**config.mk**
```make
export PLATFORM = sky130hd
export DESIGN_NAME = hilo_unit
export DESIGN_NICKNAME = d
export VERILOG_FILES = /design/src/rtl/hilo_pkg.sv /design/src/rtl/hilo_unit_wait_timer.sv /design/src/rtl/hilo_unit.sv
export SDC_FILE = /design/constraint.sdc
export NUM_CORES = 1
export LEC_CHECK = 0
export ABC_AREA = 0
export BUFFER_PORTS_ARGS = -buffer_cell sky130_fd_sc_hd__buf_4
export CAP_MARGIN = 20
export CORE_ASPECT_RATIO = 0.8
export CORE_MARGIN = 8
export CORE_UTILIZATION = 46
export DETAILED_ROUTE_END_ITERATION = 12
export PLACE_DENSITY_LB_ADDON = 0.12
export SKIP_LAST_GASP = 1
export SYNTH_ARGS = -nofsm -noshare
export SYNTH_HDL_FRONTEND = slang
export SYNTH_SLANG_ARGS = --single-unit
export TNS_END_PERCENT = 20
```
**constraint.sdc**
```tcl
create_clock -name clock -period 3.5 [get_ports clock]
set_clock_uncertainty 0.1 [all_clocks]
set_input_delay 0.35 -clock clock [delete_from_list [all_inputs] [get_ports clock]]
set_output_delay 0.35 -clock clock [all_outputs]
set_load 0.005 [all_outputs]
```
**src/rtl/hilo_pkg.sv**
```systemverilog
// Shared definitions for the HI/LO sequencer and its wait timer.
//   OP_*            : op_code encodings from the control unit
//   hilo_state_t    : sequencer state encoding
//   TIMEOUT_DEFAULT : cycles allowed in WAIT before giving up
//   CNT_W_DEFAULT   : wait counter width (2**CNT_W must exceed TIMEOUT)
package hilo_pkg;

    localparam logic [1:0] OP_MULT = 2'd0;
    localparam logic [1:0] OP_DIV  = 2'd1;
    localparam logic [1:0] OP_MTHI = 2'd2;
    localparam logic [1:0] OP_MTLO = 2'd3;

    localparam int TIMEOUT_DEFAULT = 40;
    localparam int CNT_W_DEFAULT   = 6;

    typedef enum logic [2:0] {
        ST_IDLE    = 3'd0,
        ST_ISSUE_M = 3'd1,
        ST_WAIT_M  = 3'd2,
        ST_ISSUE_D = 3'd3,
        ST_WAIT_D  = 3'd4,
        ST_FINISH  = 3'd5
    } hilo_state_t;

endpackage

```
**src/rtl/hilo_unit_wait_timer.sv**
```systemverilog
// Clearable up-counter with a timeout compare, shared by the multi-cycle
// sequencers.
//   clock, reset : clock and synchronous active-high reset
//   clear        : force count to zero (wins over enable)
//   enable       : advance the count by one this cycle
//   expired      : this is the TIMEOUT-th enabled cycle since the clear;
//                  the edge that ends it brings the count to TIMEOUT
module wait_timer #(
    parameter int TIMEOUT = 40,
    parameter int CNT_W   = 6
) (
    input  logic clock,
    input  logic reset,
    input  logic clear,
    input  logic enable,
    output logic expired
);
    localparam logic [CNT_W-1:0] LAST = CNT_W'(TIMEOUT - 1);

    logic [CNT_W-1:0] cnt_q;
    logic [CNT_W-1:0] cnt_d;

    always_comb begin
        cnt_d = cnt_q;
        if (clear) begin
            cnt_d = '0;
        end else if (enable) begin
            cnt_d = cnt_q + CNT_W'(1);
        end
    end

    always_ff @(posedge clock) begin
        if (reset) begin
            cnt_q <= '0;
        end else begin
            cnt_q <= cnt_d;
        end
    end

    assign expired = (cnt_q == LAST);

endmodule

```
**src/rtl/hilo_unit.sv**
```systemverilog
// HI/LO register owner and sequencer for the multiplier and divider.
//   clock, reset             : clock, synchronous active-high reset
//   op_valid/op_code/wdata   : request from control (sampled in IDLE only)
//   mult_start/div_start     : one-cycle registered start pulses
//   mult_*/div_*             : functional-unit results and done flags
//   hi, lo                   : architectural registers (combinational read)
//   busy, op_done, op_error  : status to control
//
// state    | meaning
// ---------+-----------------------------------------------------------
// IDLE     | waiting for op_valid
// ISSUE_M  | mult_start high, timer cleared, mult_done ignored (stale)
// WAIT_M   | counting until mult_done or timeout
// ISSUE_D  | div_start high, timer cleared, div_done ignored (stale)
// WAIT_D   | counting until div_done or timeout
// FINISH   | exactly one of op_done / op_error high
module hilo_unit
    import hilo_pkg::*;
#(
    parameter int TIMEOUT = TIMEOUT_DEFAULT,
    parameter int CNT_W   = CNT_W_DEFAULT
) (
    input  logic        clock,
    input  logic        reset,
    input  logic        op_valid,
    input  logic [1:0]  op_code,
    input  logic [31:0] wdata,
    output logic        mult_start,
    input  logic        mult_done,
    input  logic [31:0] mult_hi,
    input  logic [31:0] mult_lo,
    output logic        div_start,
    input  logic        div_done,
    input  logic [31:0] div_hi,
    input  logic [31:0] div_lo,
    input  logic        div_zero,
    output logic [31:0] hi,
    output logic [31:0] lo,
    output logic        busy,
    output logic        op_done,
    output logic        op_error
);
    hilo_state_t state_q, state_d;
    logic [31:0] hi_q, hi_d;
    logic [31:0] lo_q, lo_d;
    logic        mult_start_q, mult_start_d;
    logic        div_start_q, div_start_d;
    logic        busy_q, busy_d;
    logic        op_done_q, op_done_d;
    logic        op_error_q, op_error_d;

    logic timer_clr;
    logic timer_en;
    logic timer_expired;

    wait_timer #(
        .TIMEOUT (TIMEOUT),
        .CNT_W   (CNT_W)
    ) u_wait_timer (
        .clock   (clock),
        .reset   (reset),
        .clear   (timer_clr),
        .enable  (timer_en),
        .expired (timer_expired)
    );

    always_comb begin
        state_d    = state_q;
        hi_d       = hi_q;
        lo_d       = lo_q;
        timer_clr  = 1'b0;
        timer_en   = 1'b0;
        op_done_d  = 1'b0;
        op_error_d = 1'b0;

        case (state_q)
            ST_IDLE: begin
                if (op_valid) begin
                    case (op_code)
                        OP_MULT: state_d = ST_ISSUE_M;
                        OP_DIV:  state_d = ST_ISSUE_D;
                        OP_MTHI: begin
                            hi_d      = wdata;
                            op_done_d = 1'b1;
                            state_d   = ST_FINISH;
                        end
                        OP_MTLO: begin
                            lo_d      = wdata;
                            op_done_d = 1'b1;
                            state_d   = ST_FINISH;
                        end
                        default: state_d = ST_IDLE;
                    endcase
                end
            end
            ST_ISSUE_M: begin
                timer_clr = 1'b1;
                state_d   = ST_WAIT_M;
            end
            ST_WAIT_M: begin
                timer_en = 1'b1;
                // done is checked first so it wins over a same-cycle timeout
                if (mult_done) begin
                    hi_d      = mult_hi;
                    lo_d      = mult_lo;
                    op_done_d = 1'b1;
                    state_d   = ST_FINISH;
                end else if (timer_expired) begin
                    op_error_d = 1'b1;
                    state_d    = ST_FINISH;
                end
            end
            ST_ISSUE_D: begin
                timer_clr = 1'b1;
                state_d   = ST_WAIT_D;
            end
            ST_WAIT_D: begin
                timer_en = 1'b1;
                if (div_done) begin
                    if (div_zero) begin
                        op_error_d = 1'b1;
                    end else begin
                        hi_d      = div_hi;
                        lo_d      = div_lo;
                        op_done_d = 1'b1;
                    end
                    state_d = ST_FINISH;
                end else if (timer_expired) begin
                    op_error_d = 1'b1;
                    state_d    = ST_FINISH;
                end
            end
            ST_FINISH: state_d = ST_IDLE;
            default:   state_d = ST_IDLE;
        endcase

        // Status outputs are registered copies of the state being entered
        mult_start_d = (state_d == ST_ISSUE_M);
        div_start_d  = (state_d == ST_ISSUE_D);
        busy_d       = (state_d != ST_IDLE);
    end

    always_ff @(posedge clock) begin
        if (reset) begin
            state_q      <= ST_IDLE;
            hi_q         <= '0;
            lo_q         <= '0;
            mult_start_q <= 1'b0;
            div_start_q  <= 1'b0;
            busy_q       <= 1'b0;
            op_done_q    <= 1'b0;
            op_error_q   <= 1'b0;
        end else begin
            state_q      <= state_d;
            hi_q         <= hi_d;
            lo_q         <= lo_d;
            mult_start_q <= mult_start_d;
            div_start_q  <= div_start_d;
            busy_q       <= busy_d;
            op_done_q    <= op_done_d;
            op_error_q   <= op_error_d;
        end
    end

    assign hi         = hi_q;
    assign lo         = lo_q;
    assign mult_start = mult_start_q;
    assign div_start  = div_start_q;
    assign busy       = busy_q;
    assign op_done    = op_done_q;
    assign op_error   = op_error_q;

endmodule
```
## Word level (Yosys, flattened, before mapping)

Cells that the tools add are included.
W data, S select, Z words.

- Add/subtract/negate cells: 1
- Eq/ne operators: 16
- Muxes and demuxes: 31
- Reductions and logical operators: 10

Operator list:

| cell | number |
|---|---|
| $mux W32 | 10 |
| $pmux W32 S3 | 2 |
| $pmux W3 S5 | 1 |
| $mux W3 | 4 |
| $reduce_and A6 Y1 | 2 |
| $mux W1 | 11 |
| $eq A3 B2 Y1 const B | 3 |
| $pmux W3 S3 | 1 |
| $ne A2 B2 Y1 const B | 4 |
| $reduce_or A2 Y1 | 4 |
| $add A6 B1 Y6 const B | 1 |
| $eq A3 B1 Y1 const B | 2 |
| $eq A6 B6 Y1 const B | 1 |
| $reduce_bool A3 Y1 | 2 |
| $eq A2 B2 Y1 const B | 2 |
| $ne A2 B1 Y1 const B | 2 |
| $eq A3 B3 Y1 const B | 1 |
| $logic_not A3 Y1 | 1 |
| $pmux W1 S3 | 1 |
| $eq A2 B1 Y1 const B | 1 |
| $logic_not A2 Y1 | 1 |
| $pmux W1 S2 | 1 |

- Flip-flop bits (word level): 78
- Input bits: 168
- Output and inout port bits: 69

## Logic depth before layout (Yosys ltp)

- Depth in word-level cells: 6
- Mapped depth: 7
- Mapped depth without buffers: 5

## Hierarchy

A second synthesis with hierarchy kept.

- Cells, all modules: 410
- Area, all modules: 3634.7 um^2

Modules (own cells, without submodules):

| module | instances | cells each | area an instance (um^2) | sequential area each (um^2) |
|---|---|---|---|---|
| hilo_unit | 1 | 382 | 3373.2 | 1441.4 |
| wait_timer | 1 | 28 | 261.5 | 120.1 |

## Least setup slack after synthesis

OpenSTA, ideal clock, no wires.

- Path type: flip-flop to flip-flop
- Start: reg state_q[0]
- End: reg hi_q[10] (netlist: hi[10])
- Setup time: 133 ps
- Data arrival time: 1422 ps
- Slack: 1845 ps
- Stages on the path, launching flop included: 8
- Path buffers: 3
- Cells stage by stage: dfxtp_1 > buf_4 > or2_1 > o32ai_2 > and2_1 > clkbuf_1 > buf_2 > a311oi_1

- Cells in the longest elaborated chain, start to end: 3
- Elaborated cells between the ends (all ways): 11
- Classes of those cells: eq/ne: 7; mux: 1; reduce/logical: 3

RTL lines:

| element | line | RTL |
|---|---|---|
| start: declaration | hilo_unit.sv:43 | `hilo_state_t state_q, state_d;` |
| start signal: assignment | hilo_unit.sv:154 | `state_q <= state_d;` |
| $eq A3 B3 Y1 (tied with other cells) | hilo_unit.sv:76 | `case (state_q)` |
| $ne A2 B2 Y1 (no source line) (tied with other cells) | n/a |  |
| $reduce_and A6 Y1 (no source line) | n/a |  |
| end signal: assignment | hilo_unit.sv:155 | `hi_q <= hi_d;` |
| end: declaration | hilo_unit.sv:44 | `logic [31:0] hi_q, hi_d;` |

Parallel ways exist; a longest one is shown, timed or not.
A chain may end at the register's enable or synchronous reset.

## Worst setup path in the final report

- Start: reg state_q[0]
- End: reg lo_q[19] (netlist: lo[19])

- Cells in the longest elaborated chain, start to end: 3
- Elaborated cells between the ends (all ways): 11
- Classes of those cells: eq/ne: 7; mux: 1; reduce/logical: 3

RTL lines:

| element | line | RTL |
|---|---|---|
| $eq A3 B3 Y1 (tied with other cells) | hilo_unit.sv:76 |  |
| $ne A2 B2 Y1 (no source line) (tied with other cells) | n/a |  |
| $reduce_and A6 Y1 (no source line) | n/a |  |
| end signal: assignment | hilo_unit.sv:156 | `lo_q <= lo_d;` |
| end: declaration | hilo_unit.sv:45 | `logic [31:0] lo_q, lo_d;` |

Parallel ways exist; a longest one is shown, timed or not.

==> metrics.txt <==
num rows=29; Mapped Avg Cell Area=just under 9 um2; placed inst area=5460 um2; HP Class=in -> reg; met2 wire len=7220 um; Top FF cell, synth=dfxtp_1; final setup TNS=0 ps; synthesis-to-finish area growth=52.6%; Iter 0 DRT Violations=312; total CTS buffers=9; largest family of logic cells by synthesized area=compound AO/OA/AOI/OAI gates; async set-reset flop share out of synthesis=0%; met3 WL=1650 um; H-tree levels=3; Post-Synthesis Cells=421; die width=117 um; share of post-route cells with drive strength above 1=41.9%; leakage power=~2.4 nW; design area=5690 um2; Routed WL per cell=19.7 um; final worst path period share=between 60% and 70%; vias in the first global route=around 4,400; Largest stage delay, worst path=~450 ps; PostCTS Resize Cnt=0; GRT overflow=0; crit path launch type=flop; Final #Nets=796; final hold slack=198 ps; Crit path max-delay family=simple AND/OR/NAND/NOR gates; Buf+Inv Stages, Crit Path=2; Worst-Margin Slew=slightly below 1000 ps; Worst path depth=6; PnR worst setup slack=approximately 1100 ps; first-pass GRT wire length=roughly 22,000 um; max layer used=met4; Synth Register Bits=78; most frequent cell after synthesis=dfxtp_1; worst slack, placed=1040 ps; Reg area=1560 um2; Fin. Hold Viols=0; sequential share of the synthesized area=41.8%; Max Slew Vio Count=0; RSZ-0062 raised after global routing=no; Post-CTS Setup Bufs=0; Routability Congestion=0.898; initial antenna violation count=0; Mapped Area=between 3000 and 4000 um2; top cells by count, synth=dfxtp_1 (78), a21oi_1 (67), a22oi_1 (65); required time worst endpoint=3600 ps; Slowest cell on crit path=dfxtp_1; post-synth cell types=37; Area contributors post-synth=dfxtp_1 (42%), a311oi_1 (15%), a22oi_1 (13%), a21oi_1 (9.0%), nand2_1 (3.9%); Clock Path Buffers=2; clock latency on the worst-skew pair=340 ps; clock slew at reported path FFs=around 70 ps; Multi-input gate area=1910 um2; Simple-Gate Fraction of Synth Area=8.18%; CP endpoint=lo[19]$_SDFFE_PP0P_; CP Max Fanout=28; CTS tree=yes; overall power=around 3.5 mW; Worst R2R Setup Slack=1060 ps; root buf cell=clkbuf_8; ANT cells=0; IO Port Bufs=roughly 240; CP Capture Type=flop; Power Dens Cells=610 nW/um2; Critical R2R Capture=lo[19]$_SDFFE_PP0P_; Worst Reg-to-Reg Cells=6; Worst Setup SP=state_q[0]$_SDFF_PP0_; Synth Area in Compound Gates=40.9%; GRT Total Usage=25.0%; R2R Path Start=state_q[0]$_SDFF_PP0_; fill count=~670; crit path time final=around 2400 ps; WS Path Type=reg -> reg; Chip Height=roughly 97 um; met1 wire length=5570 um; CTS Sinks=between 70 and 80; crit path DAT=about 2500 ps; YS warnings=0; # hold bufs at CTS=0; Synth Area in Adders=0.335%; worst-path cell chain=or2_1 > o32ai_4 > buf_4 > and2_1 > buf_4 > a311oi_1; most used cell, CP=buf_4; relative slew slack=between 30% and 40%; status=completed; initial core utilization=47.2%; DRC=0; f_max=0.410 GHz; Syn Nets=590; IO Pins=about 240; core area=around 7900 um2; post-synthesis xor/xnor area fraction=1.17%; Post-DRT Antenna Nets=0; DR vias=4,310; maximum vdd drop=0.301 mV; TritonRoute pass-1 iters=4; largest net degree at the start of global routing=72; multiplexer area fraction after synthesis=0%; max-cap viol count=0; number of flops mapped to enable cells by yosys=0; dominant cell type by area after synthesis=dfxtp_1; die area=approximately 11,000 um2; Vias/cell=5.82; Detailed Route WL=14,600 um; DP Wirelength=10,900 um; Final Setup Violations=0; Synth top area share=41.8%
how the worst min path moves through the flow:
stage               depth (start not counted)                                 end                          startpoint  slack [ps]
detailed placement                          2  u_wait_timer.cnt_q[1]$_SDFFE_PP0N_  u_wait_timer.cnt_q[1]$_SDFFE_PP0N_         400
global placement                            2  u_wait_timer.cnt_q[1]$_SDFFE_PP0N_  u_wait_timer.cnt_q[1]$_SDFFE_PP0N_         360
finish                                      3                  hi[1]$_SDFFE_PP0P_                            wdata[1]         200
CTS                                         3                  hi[0]$_SDFFE_PP0P_                            wdata[0]         190
global route                                3                  hi[1]$_SDFFE_PP0P_                            wdata[1]         190
floorplan                                   2  u_wait_timer.cnt_q[1]$_SDFFE_PP0N_  u_wait_timer.cnt_q[1]$_SDFFE_PP0N_         350
cell usage in the layout, fill, tap and decap left out:
master / instances
dfxtp_1: 78
o21ai_0: 10
nor3b_2: 1
a2111oi_0: 1
clkinv_2: 1
nand3_1: 3
and2_1: 2
nand2b_1: 1
nor2b_1: 1
bufinv_16: 2
clkbuf_8: 12
clkbuf_1: 1
ha_1: 1
nor4_1: 1
nand4bb_1: 1
nor3b_4: 1
a221o_1: 1
a21oi_1: 67
nor3_1: 2
o211ai_1: 1
o21ai_2: 1
or2_1: 1
o2111ai_1: 2
a31oi_1: 1
buf_4: 245
xor2_1: 5
o21a_1: 1
nor2_2: 1
a22oi_1: 65
nand2_1: 39
nor4b_1: 1
a21o_1: 2
inv_1: 4
a311oi_1: 64
and3_1: 1
nor2_1: 10
o32ai_4: 1
report_power, final:
group          internal [mW]  total [mW]  switching [mW]
clock network          0.460       0.775           0.315
logic                  0.680        1.45           0.770
registers               1.10        1.25           0.142
registers in the layout (all words and copies together) (netlist names):
| register | cells |
|---|---|
| hi | 32 |
| lo | 32 |
| u_wait_timer.cnt_q | 6 |
| state_q | 3 |
| busy | 1 |
| div_start | 1 |
| mult_start | 1 |
| op_done | 1 |
| op_error | 1 |
per-stage QoR:
stage | util [%] | std cells
finish | 72.0 | 740
global route | 72.0 | 740
CTS | 72.0 | 740
detailed placement | 69.0 | 724
global placement | 69.0 | 724
floorplan | - | 421
logic make-up (layout without fill, tap and decap cells):
| family | Yosys count | after routing |
|---|---|---|
| flops | 78 | 78 |
| fa+ha+maj | 1 | 1 |
| xor+xnor | 5 | 5 |
| buf+inv | 54 | 265 |
| compound gates | 217 | 217 |
| simple gates | 66 | 66 |
tightest hold or removal path: stages:
cell	delay, ps
buf_4	110
nand2_1	70
a311oi_1	70
layout make-up:
type,instances,area share (%)
multi-input combinational,289,33.5
timing repair buffer,245,32.3
sequential,78,27.4
clock buffer,13,2.97
tap,108,2.37
clock inverter,3,1.14
inverter,4,0.264
routing by layer:
| layer | up-vias | track usage [%] |
|---|---|---|
| met5 | - | 0 |
| met4 | 0 | 5.74 |
| met3 | 12 | 9.94 |
| met2 | 185 | 43.2 |
| met1 | 2029 | 28.6 |
| li1 | 2084 | - |
Note: power is estimated with default switching activity, not from simulation.
